<file path="src/rtl/apu_frame_sequencer.sv">
// APU frame sequencer: CPU register front end for the two pulse channels
// ($4000-$4007, $4015, $4017) plus the quarter/half-frame strobe generator
// with 4-step/5-step modes and the frame interrupt flag.
module apu_frame_sequencer #(
  parameter int STEP_PERIOD = 3729,
  parameter int DIV_WIDTH   = 12
) (
  input  logic       clk,
  input  logic       rst_n,
  input  logic       tick,
  input  logic       bus_we,
  input  logic [4:0] bus_addr,
  input  logic [7:0] bus_wdata,
  input  logic       status_rd,
  output logic [7:0] reg_4000,
  output logic [7:0] reg_4001,
  output logic [7:0] reg_4002,
  output logic [7:0] reg_4003,
  output logic [7:0] reg_4004,
  output logic [7:0] reg_4005,
  output logic [7:0] reg_4006,
  output logic [7:0] reg_4007,
  output logic       reg_event_1,
  output logic       reg_event_2,
  output logic [1:0] ch_enable,
  output logic       enable_240hz,
  output logic       enable_120hz,
  output logic       frame_irq
);

  typedef enum logic [2:0] {STEP0, STEP1, STEP2, STEP3, STEP4} step_e;

  localparam logic [DIV_WIDTH-1:0] DIV_LAST = DIV_WIDTH'(STEP_PERIOD - 1);

  logic [DIV_WIDTH-1:0] div_q, div_d;
  step_e                step_q, step_d;
  logic                 mode_q, mode_d;
  logic                 inhibit_q, inhibit_d;
  logic                 irq_q, irq_d;
  logic                 s240_q, s240_d;
  logic                 s120_q, s120_d;
  logic                 ev1_q, ev1_d;
  logic                 ev2_q, ev2_d;
  logic [1:0]           chen_q, chen_d;
  logic [7:0]           regs_q [8];
  logic [7:0]           regs_d [8];

  logic  wr_4017;
  logic  irq_set;
  step_e last_step;

  assign wr_4017   = bus_we && (bus_addr == 5'h17);
  assign last_step = mode_q ? STEP4 : STEP3;

  // Next-state: register decode, divider/step advance, strobe and IRQ generation.
  always_comb begin
    // NOTE: every output of this block gets a default first so no path infers a latch.
    div_d     = div_q;
    step_d    = step_q;
    mode_d    = mode_q;
    inhibit_d = inhibit_q;
    irq_d     = irq_q;
    chen_d    = chen_q;
    regs_d    = regs_q;
    ev1_d     = 1'b0;
    ev2_d     = 1'b0;
    s240_d    = 1'b0;
    s120_d    = 1'b0;
    irq_set   = 1'b0;

    if (bus_we) begin
      if (bus_addr < 5'h08) begin
        regs_d[bus_addr[2:0]] = bus_wdata;
        ev1_d = (bus_addr == 5'h03);
        ev2_d = (bus_addr == 5'h07);
      end
      if (bus_addr == 5'h15) chen_d = bus_wdata[1:0];
      if (wr_4017) begin
        mode_d    = bus_wdata[7];
        inhibit_d = bus_wdata[6];
      end
    end

    if (wr_4017) begin
      // Restart the frame; a boundary on this same cycle is dropped.
      div_d  = '0;
      step_d = STEP0;
      s240_d = bus_wdata[7];
      s120_d = bus_wdata[7];
    end else if (tick) begin
      if (div_q == DIV_LAST) begin
        div_d  = '0;
        step_d = (step_q >= last_step) ? STEP0 : step_e'(step_q + 3'd1);
        if (!mode_q) begin
          s240_d  = 1'b1;
          s120_d  = (step_q == STEP1) || (step_q == STEP3);
          irq_set = (step_q == STEP3) && !inhibit_q;
        end else begin
          s240_d  = (step_q != STEP3);
          s120_d  = (step_q == STEP1) || (step_q == STEP4);
        end
      end else begin
        div_d = div_q + DIV_WIDTH'(1);
      end
    end

    // A set on the same cycle as a clear wins.
    if (irq_set)                                         irq_d = 1'b1;
    else if (status_rd || (wr_4017 && bus_wdata[6]))     irq_d = 1'b0;
  end

  // State register; asynchronous reset clears everything including in-flight strobes.
  always_ff @(posedge clk or negedge rst_n) begin
    if (!rst_n) begin
      div_q     <= '0;
      step_q    <= STEP0;
      mode_q    <= 1'b0;
      inhibit_q <= 1'b0;
      irq_q     <= 1'b0;
      s240_q    <= 1'b0;
      s120_q    <= 1'b0;
      ev1_q     <= 1'b0;
      ev2_q     <= 1'b0;
      chen_q    <= 2'b00;
      // NOTE: the register bank is architecturally visible from reset, so it is reset too.
      for (int i = 0; i < 8; i++) regs_q[i] <= 8'h00;
    end else begin
      // NOTE: non-blocking assignments so all state updates see pre-edge values.
      div_q     <= div_d;
      step_q    <= step_d;
      mode_q    <= mode_d;
      inhibit_q <= inhibit_d;
      irq_q     <= irq_d;
      s240_q    <= s240_d;
      s120_q    <= s120_d;
      ev1_q     <= ev1_d;
      ev2_q     <= ev2_d;
      chen_q    <= chen_d;
      regs_q    <= regs_d;
    end
  end

  assign reg_4000     = regs_q[0];
  assign reg_4001     = regs_q[1];
  assign reg_4002     = regs_q[2];
  assign reg_4003     = regs_q[3];
  assign reg_4004     = regs_q[4];
  assign reg_4005     = regs_q[5];
  assign reg_4006     = regs_q[6];
  assign reg_4007     = regs_q[7];
  assign reg_event_1  = ev1_q;
  assign reg_event_2  = ev2_q;
  assign ch_enable    = chen_q;
  assign enable_240hz = s240_q;
  assign enable_120hz = s120_q;
  assign frame_irq    = irq_q;

endmodule
</file>
<file path="config.mk">
export PLATFORM = sky130hd
export DESIGN_NAME = apu_frame_sequencer
export DESIGN_NICKNAME = d
export VERILOG_FILES = /design/src/rtl/apu_frame_sequencer.sv
export SDC_FILE = /design/constraint.sdc
export NUM_CORES = 1
export LEC_CHECK = 0
export BUFFER_PORTS_ARGS = -buffer_cell sky130_fd_sc_hd__buf_2
export CORE_MARGIN = 2
export CORE_UTILIZATION = 45
export DETAILED_ROUTE_END_ITERATION = 12
export PLACE_DENSITY = 0.69
export SYNTH_ARGS = -nofsm -noshare
export SYNTH_HDL_FRONTEND = slang
export SYNTH_SLANG_ARGS = --single-unit
export TNS_END_PERCENT = 1
</file>
<file path="constraint.sdc">
create_clock -name clk -period 4.5 [get_ports clk]
set_clock_uncertainty 0.15 [all_clocks]
set_input_delay 0.45 -clock clk [delete_from_list [all_inputs] [get_ports clk]]
set_output_delay 0.45 -clock clk [all_outputs]
set_load 0.01 [all_outputs]
</file>
Word-level counts from Yosys, hierarchy flattened
Cells that the tools add are included.
Word-level totals
  bits of input ports: 18
  output and inout port bits: 71
  word-level logic and storage cells: 78
  bits in registers: 88
Operators by class
  equal/unequal tests: 9
  magnitude comparators: 4
  reduce and logical (&&, ||, !) cells: 15
  bitwise operators: 1
  add/subtract/negate cells: 2
  mux-type cells: 29
Operators by type and width (number)
  64-bit bitwise mux: 1
  12-bit 2-to-1 mux: 3
  8-bit demux with 3-bit select: 1
  1-bit 2-to-1 mux: 18
  3-bit 2-to-1 mux: 5
  12-bit by 1-bit adder with 12-bit output (second input constant): 1
  12-bit == test (second input constant): 1
  5-bit == test (second input constant): 2
  8-bit 2-to-1 mux: 1
  2-bit AND reduction: 4
  2-bit nonzero test: 3
  5-bit by 2-bit == test with 1-bit output (second input constant): 1
  5-bit by 3-bit == test with 1-bit output (second input constant): 1
  5-bit by 4-bit < comparator with 1-bit output (second input constant): 1
  4-bit >= comparator (second input constant): 1
  1-bit logical AND: 4
  4-bit by 1-bit < comparator with 1-bit output (second input constant): 1
  3-bit NOT with 4-bit output: 1
  3-bit by 1-bit adder with 3-bit output (second input constant): 1
  3-bit by 1-bit == test with 1-bit output (second input constant): 1
  3-bit by 2-bit == test with 1-bit output (second input constant): 1
  3-bit == test (second input constant): 1
  3-bit >= comparator: 1
  1-bit logical OR: 3
  2 further kinds: 2

Depth between registers and ports, before layout
Gate-level depths: netlist of the first run.
  depth in word-level cells: 7
  mapped depth: 6
  depth with buffers taken out: 6

Worst setup path before layout of the first run
No wires, ideal clock.
  path kind: reg2reg
  from: register div_q[6]
  to: register div_q[6]
  stages on the path, launching flop included: 5
  clock period less this slack: 1861 ps
  data arrival time: 1582 ps
  slack: 2639 ps
  path buffers: 0
  required time: 4220 ps
  library setup time: 130 ps
  cell sequence: dfrtp_1 or4b_4 or4_4 nand2_2 a21oi_1
Between the ends
  word-level cells in the longest chain between the ends: 4
  elaborated cells on any way between the ends: 5
  classes of those cells: 1 x add/sub; 1 x eq/ne; 3 x mux
RTL lines
  start, declared: line 35  | logic [DIV_WIDTH-1:0] div_q, div_d;
  start signal, assigned: line 129  | div_q <= div_d;
  12-bit by 1-bit adder with 12-bit output / 12-bit == test (equally long branches): line 103, 91
  12-bit 2-to-1 mux (*): line 91  | if (div_q == DIV_LAST) begin
  12-bit 2-to-1 mux (*): line 90  | end else if (tick) begin
  12-bit 2-to-1 mux (*): line 84  | if (wr_4017) begin
Every way passes the cells marked *; elsewhere a longest branch is shown, timed or not. The select of a mux whose other input is x is not followed.
A chain may end at the register's enable or synchronous reset.

Worst setup path in the final report of the first run
  from: register div_q[3]
  to: register div_q[9]
Same word-level chain as after synthesis.

==> metrics.txt, run 1 <==
status finished clean; Pins Over Slew Limit 0; cell area after synthesis 3790 µm²; GRT Residual Overflow 0; WHS 0.252 ns; ys async rst share 100%; critical path type flip-flop to flip-flop; DRT antenna net count 0; crit path DAT 2.11 ns; Final min period 2.01 ns; H-tree Lvls 3; CTS tree yes; most frequent cell after synthesis dfrtp_1; fmax 497 MHz; die area 9170 µm²; vias per cell 5.46; Metal-1 WL 3740 µm; number of synthesized flops with an enable pin 0; Placement Setup Slack 2.28 ns; buffers added on ports 88; core area 8180 µm²; num rows 33; via count 2701; Worst-Skew Late Latency 0.35 ns; Post-Route WL 8480 µm; crit path launch type flip-flop; gr usage total 20.2%; RSZ-0062 raised after global routing no; Syn Inst Count 288; Final setup viols 0; Die Width 95.8 µm; Max Cap Violations 0; first-pass detailed-route iteration total 4; share of layout cells above drive strength 1 45.9%; met3 WL 650 µm; wire length per cell 17.1 µm; Synth Flop Type dfrtp_1; CP max-delay cell or4b_4; Worst VDD drop 308 µV; DRC viols 0; most frequent cells after synthesis 88 x dfrtp_1, 66 x mux2_2, 18 x nand2_1, 16 x inv_1, 10 x a21oi_1; clock tree sinks 88; nets 412; area of the multi-input gates 1510 µm²; synthesized area per cell 13.2 µm²; FF/Latch Area 2200 µm²; Top Layer Used met4; Leakage 0.00231 µW; vias in the first global route 2711; Top delay family on crit path simple AND/OR/NAND/NOR gates; endpoint class of the critical path flip-flop; final core occ 55.9%; register area share after synthesis 58.1%; Num CTS Buffers 9; syn nets 315; Synth top area share 58.1%; flops & latches, synth 88; area grow syn2layout 20.5%; WP buf/inv 0; clk slew on worst S/H paths 0.09 ns; CP cell instances or4b_4, nor3_4, o31ai_1, a22o_1; Netlist cell types 47; final hold vios 0; Initial Utilization 46.4%; Antenna Cells 0; Slew headroom 40.5%; PostCTS Resize Cnt 0; Post-CTS Setup Bufs 0; Fill cells 728; die height 95.8 µm; Final HPWL DP 6060 µm; area leader, netlist dfrtp_1; PwrDens 452 nW/µm²; CP max stage delay 0.56 ns; critical path data required time 4.60 ns; met2 wire length 3960 µm; crit share post-route 44.7%; Max Buffers Root-to-Sink 2; antenna violations before repair 0; first-pass GRT wire length 13900 µm; worst hold-check path type primary input to flip-flop; YS warnings 0; largest net degree at the start of global routing 65; Fin Setup TNS 0 ns; GP Congestion 0.820; measured slew at the worst slew-check pin 0.893 ns; clk root buf clkbuf_8; Max FO, Critical Path 10; Synth area leaders dfrtp_1 58%, mux2_2 20%, ha_1 3.0%, nand2_1 1.8%, inv_1 1.6%; worst setup margin 2.49 ns; Detailed Route Iter0 Violations 132; IO Count 89
cells in the final DEF (no fill, tap or decap), types with 2 or more instances in the layout:
master and count:
nand2b_1 2, o21ai_0 9, or3_1 5, ha_1 9
nand4_1 2, buf_2 87, nand3_1 9, inv_1 16
nand2_1 18, dfrtp_1 88, clkinvlp_4 2, buf_4 2
a21oi_1 10, o21ai_1 2, and3_1 2, or4_1 3
nor2_1 5, nor2b_1 3, mux2_2 66, o31ai_1 7
nor3_1 2, inv_6 2, clkbuf_8 10
report_power, final:
part / leakage, µW / switching [µW] / internal [µW]
clock: 0.0000966 / 285 / 276
combinational: 0.00108 / 232 / 223
sequential: 0.00113 / 109 / 941
cell type report:
| cell class | instances | share of cell area, % |
|---|---|---|
| Clock buffer | 11 | 3.09 |
| Inverter | 16 | 1.31 |
| Sequential cell | 88 | 48.2 |
| Tap cell | 105 | 2.88 |
| Timing Repair Buffer | 90 | 10.1 |
| Clock inverter | 5 | 1.37 |
| Multi-Input combinational cell | 180 | 33.1 |
worst min-delay path, stage by stage:
cell and delay (ns):
buf_2 0.14, nand4_1 0.07, nand2_1 0.06
worst paths after layout:
path / endpoint / slack (ns) / cells after the start / from
min: enable_240hz / 0.25 / 3 / tick
max reg2reg: div_q[9] / 2.49 / 4 / div_q[3]
min in group asynchronous: enable_120hz / 0.38 / 2 / rst_n
min reg2reg: inhibit_q / 0.35 / 2 / inhibit_q
max in group asynchronous: div_q[3] / 2.72 / 3 / rst_n
max: div_q[9] / 2.49 / 4 / div_q[3]
metrics by stage:
step	power, µW	instance area (µm²)	instances
after floorplan	1310	3790	288
after global placement	1500	4360	478
after detailed placement	1520	4360	478
after CTS	2080	4570	495
after global routing	2180	4570	495
final	2070	4570	495
logic make-up (layout without fill, tap and decap cells):
kind of cell | count (synthesis) | in the layout | share of synthesized area (%)
muxes | 66 | 66 | 19.6
adders and majority gates | 9 | 9 | 2.97
DFF | 88 | 88 | 58.1
AOI/OAI and AO/OA | 41 | 41 | 7.03
buffers and inverters | 20 | 122 | 2.05
and+or+nand+nor | 64 | 64 | 10.3
sequential cells by signal (all words and copies together), names as in the netlist, 2 cells and up:
register / cells
reg_4007: 8
reg_4002: 8
step_q: 3
ch_enable: 2
reg_4000: 8
reg_4004: 8
reg_4003: 8
reg_4001: 8
div_q: 12
reg_4006: 8
reg_4005: 8
metal layers:
layer  vias up  track usage (%)
met5         -                0
met4         0             5.48
met3        12             7.20
met2        87             30.6
met1      1355             27.8
li1       1247                -
timing repair:
item | in CTS | in global routing
hold buffers | 1 | 0
hold endpoints to repair | 24 | 0
setup endpoints to repair | 0 | 0
(Power assumes the default switching activity.)
==> inputs of run 2 (changes only) <==
- ABC_AREA: unset -> 1
- clock period: 4.5 -> 2.01 ns (I/O delays scaled with it)
==> metrics.txt, run 2 <==
GRT met1 Usage 29.2% (+1.4 points); clk root buf clkbuf_8; max reg flops 12 (unchanged); Top delay family on crit path simple AND/OR/NAND/NOR gates; Max Buffers Root-to-Sink 2 (unchanged); num rows 33 (unchanged); CP max stage delay 0.42 ns (-0.14 ns); Antenna Cells 0 (unchanged); Final setup viols 0 (unchanged); ys async rst share 100% (unchanged); die height 95.7 µm (about the same); status finished clean; Placement Setup Slack 0.260 ns (-2.02 ns); Worst Hold Depth 3 (unchanged); Slew headroom 66.3% (+26 points); crit path DAT 1.86 ns (-0.25 ns); via count 3187 (+18%); PostCTS Resize Cnt 0 (unchanged); Syn Inst Count 427 (+48%); Post-Route WL 9120 µm (+7.6%); flops & latches, synth 88 (unchanged); CTS tree yes; DRC viols 0 (unchanged); endpoint class of the critical path flip-flop; Final HPWL DP 6430 µm (+6.0%); Num CTS Buffers 9 (unchanged); WHS 0.0379 ns (-0.215 ns); met2 usage 31.4% (+0.76 points); CP cell instances inv_1, ha_1, nand2_1, nor2_1, nand3_1, nand2_1, nand2_1, nand2_1, nand2_1; Max Cap Violations 0 (unchanged); Netlist cell types 18 (-62%); GRT Residual Overflow 0 (unchanged); DRT antenna net count 0 (unchanged); clock tree sinks 88 (unchanged); crit path launch type flip-flop; final hold vios 0 (unchanged); Die Width 95.7 µm (about the same); area grow syn2layout 20.5% (about the same); first-pass GRT wire length 14400 µm (+3.7%); area leader, netlist dfrtp_1; buffers added on ports 88 (unchanged); clk slew on worst S/H paths 0.09 ns (about the same); RSZ-0062 raised after global routing no; core area 8180 µm² (unchanged); wire length per cell 14.3 µm (-16%); Post-CTS Setup Bufs 0 (unchanged); Synth area leaders dfrtp_1 58%, nand2_1 13%, o21ai_0 8.2%, inv_1 3.7%, nor2_1 3.1%; Fin Setup TNS 0 ns (unchanged); most frequent cells in the layout 134 x nand2_1, 88 x dfrtp_1, 87 x buf_2; GP Congestion 0.913 (+11%); reg2reg path depth 9 (+5); met3 usage 4.39% (-2.8 points); CP max-delay cell dfrtp_1; PwrDens 979 nW/µm² (+120%); first-pass detailed-route iteration total 4 (unchanged); IO Count 89 (unchanged); antenna violations before repair 0 (unchanged); H-tree Lvls 3 (unchanged); Synth Flop Type dfrtp_1; Synth top area share 58.2% (+0.096 points); fmax 569 MHz (+14%); largest net degree at the start of global routing 89 (+37%); most frequent cells after synthesis 134 x nand2_1, 88 x dfrtp_1, 62 x o21ai_0, 37 x inv_1, 31 x nor2_1; GR peak layer met2; R2R setup slack 0.25 ns (-2.24 ns); gr usage total 20.7% (+0.50 points); Final min period 1.76 ns (-0.253 ns); most frequent cell after synthesis nand2_1; measured slew at the worst slew-check pin 0.504 ns (-0.389 ns); Max FO, Critical Path 6 (-4); Worst VDD drop 351 µV (+14%); vias in the first global route 2874 (+6.0%); critical path data required time 2.11 ns (-2.49 ns); syn nets 454 (+44%); critical path type flip-flop to flip-flop; vias per cell 5.01 (-8.2%); Leakage 0.00246 µW (+6.7%); nets 553 (+34%); most flop-heavy register div_q; Initial Utilization 46.3% (-0.077 points); CP Depth 9 (+5); synthesized area per cell 8.86 µm² (-33%); register area share after synthesis 58.2% (+0.096 points); WP buf/inv 1 (+1); Worst-Skew Late Latency 0.36 ns (about the same); worst setup margin 0.252 ns (-2.24 ns); Detailed Route Iter0 Violations 241 (+83%); die area 9160 µm² (-0.16%); crit share post-route 87.5% (+43 points); cell area after synthesis 3780 µm² (-0.17%); Pins Over Slew Limit 0 (unchanged); commonest non-fill, non-tap cell in the layout nand2_1; CP dominant cell by count nand2_1; YS warnings 0 (unchanged); number of synthesized flops with an enable pin 0 (unchanged); share of layout cells above drive strength 1 21.1% (-25 points); worst hold-check path type primary input to flip-flop
run 2: changes by cell type after synthesis, sizes merged, moves of 5 or more:
cell	change
nand2	+115
o31ai	-8
inv	+21
o21ai	+55
or3	-5
nand3	+9
mux2	-66
nand4	+9
buf	+6
nor2	+27
run 2: final cells by class:
type / count / area [µm²]
inverter: 37 / 139
sequential: 88 / 2200
multi-input combinational: 291 / 1360
tap: 105 / 131
clock buffer: 10 / 128
timing repair buffer: 99 / 548
clock inverter: 6 / 52.6
fill: 746 / 3610
run 2: power breakdown:
part | internal (µW) | switching, µW | leakage [µW]
combinational | 412 | 593 | 0.00124
clock | 467 | 671 | 0.0000850
sequential | 2090 | 234 | 0.00114
total | 2970 | 1500 | 0.00246
run 2: metal layers:
metal | vias up | share of wire [%]
li1 | 1589 | -
met1 | 1483 | 45
met2 | 103 | 46
met3 | 12 | 6.7
met4 | 0 | 1.5
met5 | - | 0
run 2: worst paths after layout:
kind / start / end
max: div_q[0] / step_q[0]
min: tick / div_q[3]
max reg2reg: div_q[0] / step_q[0]
min reg2reg: reg_4000[2] / reg_4000[2]
max in group asynchronous: rst_n / reg_4002[4]
min in group asynchronous: rst_n / reg_4004[1]
run 2: kinds of logic (layout without fill, tap and decap cells):
family | Yosys count | in the layout | synth area share, %
flops | 88 | 88 | 58.2
fa+ha+maj | 9 | 9 | 2.98
simple gates | 204 | 204 | 22.6
compound gates | 78 | 78 | 10.3
buf+inv | 48 | 152 | 5.88
run 2: through the flow:
stage	std cells	util (%)	cell area [µm²]	power, µW
6_report	636	55.8	4560	4460
5_1_grt	636	55.8	4560	4760
4_1_cts	636	55.8	4560	4500
3_5_place_dp	616	53.1	4340	3360
3_3_place_gp	616	53.1	4340	3320
2_1_floorplan	427	-	3780	2890
run 2: worst register-to-register path, delay by kind of cell, from the launching register on:
family / cells / cell delay [ns]
buf+inv: 1 / 0.10
simple gates: 7 / 0.82
flops: 1 / 0.42
fa+ha+maj: 1 / 0.17
run 2: what timing repair did:
item,4_1_cts,5_1_grt
setup endpoints to repair,0,0
hold buffers,4,0
endpoints found under the hold margin,93,0
==> inputs of run 3 (changes only) <==
- RECOVER_POWER: unset -> 25
==> metrics.txt, run 3 (synthesized netlist as in run 2, its figures left out) <==
IO Count 89 (unchanged); core area 8180 µm² (unchanged); final hold vios 0 (unchanged); Post-CTS Setup Bufs 0 (unchanged); measured slew at the worst slew-check pin 1.19 ns (+0.682 ns); largest net degree at the start of global routing 89 (unchanged); Final setup viols 0 (unchanged); DRC viols 0 (unchanged); via count 3181 (-0.19%); crit path DAT 1.87 ns (about the same); Worst VDD drop 346 µV (-1.3%); Worst-Skew Late Latency 0.36 ns (about the same); PwrDens 981 nW/µm² (+0.28%); area of the multi-input gates 1360 µm² (unchanged); worst hold-check path type primary input to flip-flop; most flop-heavy register div_q; antenna violations before repair 0 (unchanged); crit share post-route 88.3% (+0.86 points); Post-Route WL 9080 µm (-0.35%); Clk network pwr share 25.5% (about the same); commonest non-fill, non-tap cell in the layout nand2_1; GRT Residual Overflow 0 (unchanged); Fin Setup TNS 0 ns (unchanged); PostCTS Resize Cnt 0 (unchanged); Pwr Total 4460 µW (-0.11%); H-tree Lvls 3 (unchanged); Slew headroom 20.9% (-45 points); buffers added on ports 88 (unchanged); clock tree sinks 88 (unchanged); critical path data required time 2.11 ns (about the same); Leakage 0.00245 µW (-0.44%); die area 9160 µm² (unchanged); first-pass GRT wire length 14400 µm (unchanged); Die Width 95.7 µm (unchanged); Initial Utilization 46.3% (unchanged); Power Internal 2960 µW (-0.13%); crit path launch type flip-flop; vias per cell 5.00 (-0.19%); CTS tree yes; RSZ-0062 raised after global routing no; CP max stage delay 0.43 ns (about the same); critical path type flip-flop to flip-flop; CP dominant cell by count nand2_1; P_sw 1500 µW (about the same); most frequent cells in the layout 134 x nand2_1, 88 x dfrtp_1, 86 x buf_2; sw frac 33.6% (about the same); endpoint class of the critical path flip-flop; WHS 0.0424 ns (+0.00441 ns); nets 553 (unchanged); CP cell instances inv_1, ha_1, nand2_1, nor2_1, nand3_1, nand2_1, nand2_1, nand2_1, nand2_1; FF/Latch Area 2200 µm² (unchanged); GP Congestion 0.913 (unchanged); Max FO, Critical Path 6 (unchanged); sequential power share 52.1% (about the same); share of layout cells above drive strength 1 20.7% (-0.38 points); vias in the first global route 2874 (unchanged); status finished clean; Final HPWL DP 6430 µm (unchanged); Max Buffers Root-to-Sink 2 (unchanged); area grow syn2layout 20.0%; Antenna Cells 0 (unchanged); Num CTS Buffers 9 (unchanged); Max Cap Violations 0 (unchanged); max reg flops 12 (unchanged); clk root buf clkbuf_8; Placed Instance Area 4340 µm² (unchanged); Final min period 1.78 ns (+0.0173 ns); CP max-delay cell dfrtp_1; clk slew on worst S/H paths 0.09 ns (about the same); Detailed Route Iter0 Violations 273 (+13%); fmax 563 MHz (-0.97%); R2R setup slack 0.23 ns (-0.02 ns); gr usage total 20.7% (unchanged); first-pass detailed-route iteration total 4 (unchanged); hold_buf cts 4 (unchanged); Fill cells 751 (+0.67%); DRT antenna net count 0 (unchanged); wire length per cell 14.3 µm (-0.35%); num rows 33 (unchanged); Final Instance Area 4540 µm² (-0.38%); Comb pwr share 22.4% (about the same); Pins Over Slew Limit 0 (unchanged); die height 95.7 µm (unchanged)
[run 3: cell types whose count changed in the layout (fill, tap and decap cells not counted)]
| cell | delta |
|---|---|
| buf_12 | -1 |
| buf_2 | -1 |
| buf_4 | -2 |
| clkbuf_1 | +2 |
| clkbuf_4 | +2 |
[run 3: per-stage QoR]
step | worst slack, ns | instances | util, %
3_5_place_dp | 0.260 | 616 | 53.1
3_3_place_gp | 0.374 | 616 | 53.1
4_1_cts | 0.249 | 636 | 55.8
2_1_floorplan | 0.492 | 427 | -
5_1_grt | 0.0548 | 636 | 55.6
6_report | 0.235 | 636 | 55.6
[run 3: path summary, 6_finish.rpt]
check,from,endpoint,depth (start not counted)
setup / recovery,div_q[0],step_q[0],9
hold / removal,tick,div_q[5],3
setup reg to reg,div_q[0],step_q[0],9
hold reg to reg,reg_4000[2],reg_4000[2],2
max in group asynchronous,rst_n,reg_4002[4],3
min in group asynchronous,rst_n,reg_4007[1],3
[run 3: final cells by class]
| cell class | instances | area share, % |
|---|---|---|
| timing repair buffer | 99 | 11.7 |
| inverter | 37 | 3.06 |
| tap | 105 | 2.89 |
| clock inverter | 6 | 1.16 |
| multi-input combinational | 291 | 29.9 |
| sequential | 88 | 48.5 |
| clock buffer | 10 | 2.81 |
[run 3: metal layers]
metal	global-route usage, %	share of wire, %
met3	4.39	6.8
met2	31.4	45
met4	8.21	1.8
met5	0	0
met1	29.2	46
[run 3: worst max-delay path, delay by kind of cell, from the launching register on]
family	cells	cell delay (ns)
simple gates	7	0.84
flops	1	0.43
fa+ha+maj	1	0.17
buf+inv	1	0.10
[run 3: power groups by stage]
stage / logic (µW) / clock network (µW) / registers [µW]
finish: 1000 / 1140 / 2320
global route: 1150 / 1240 / 2370
CTS: 1020 / 1170 / 2320
detailed placement: 1010 / 0 / 2350
global placement: 980 / 0 / 2340
floorplan: 460 / 0 / 2430
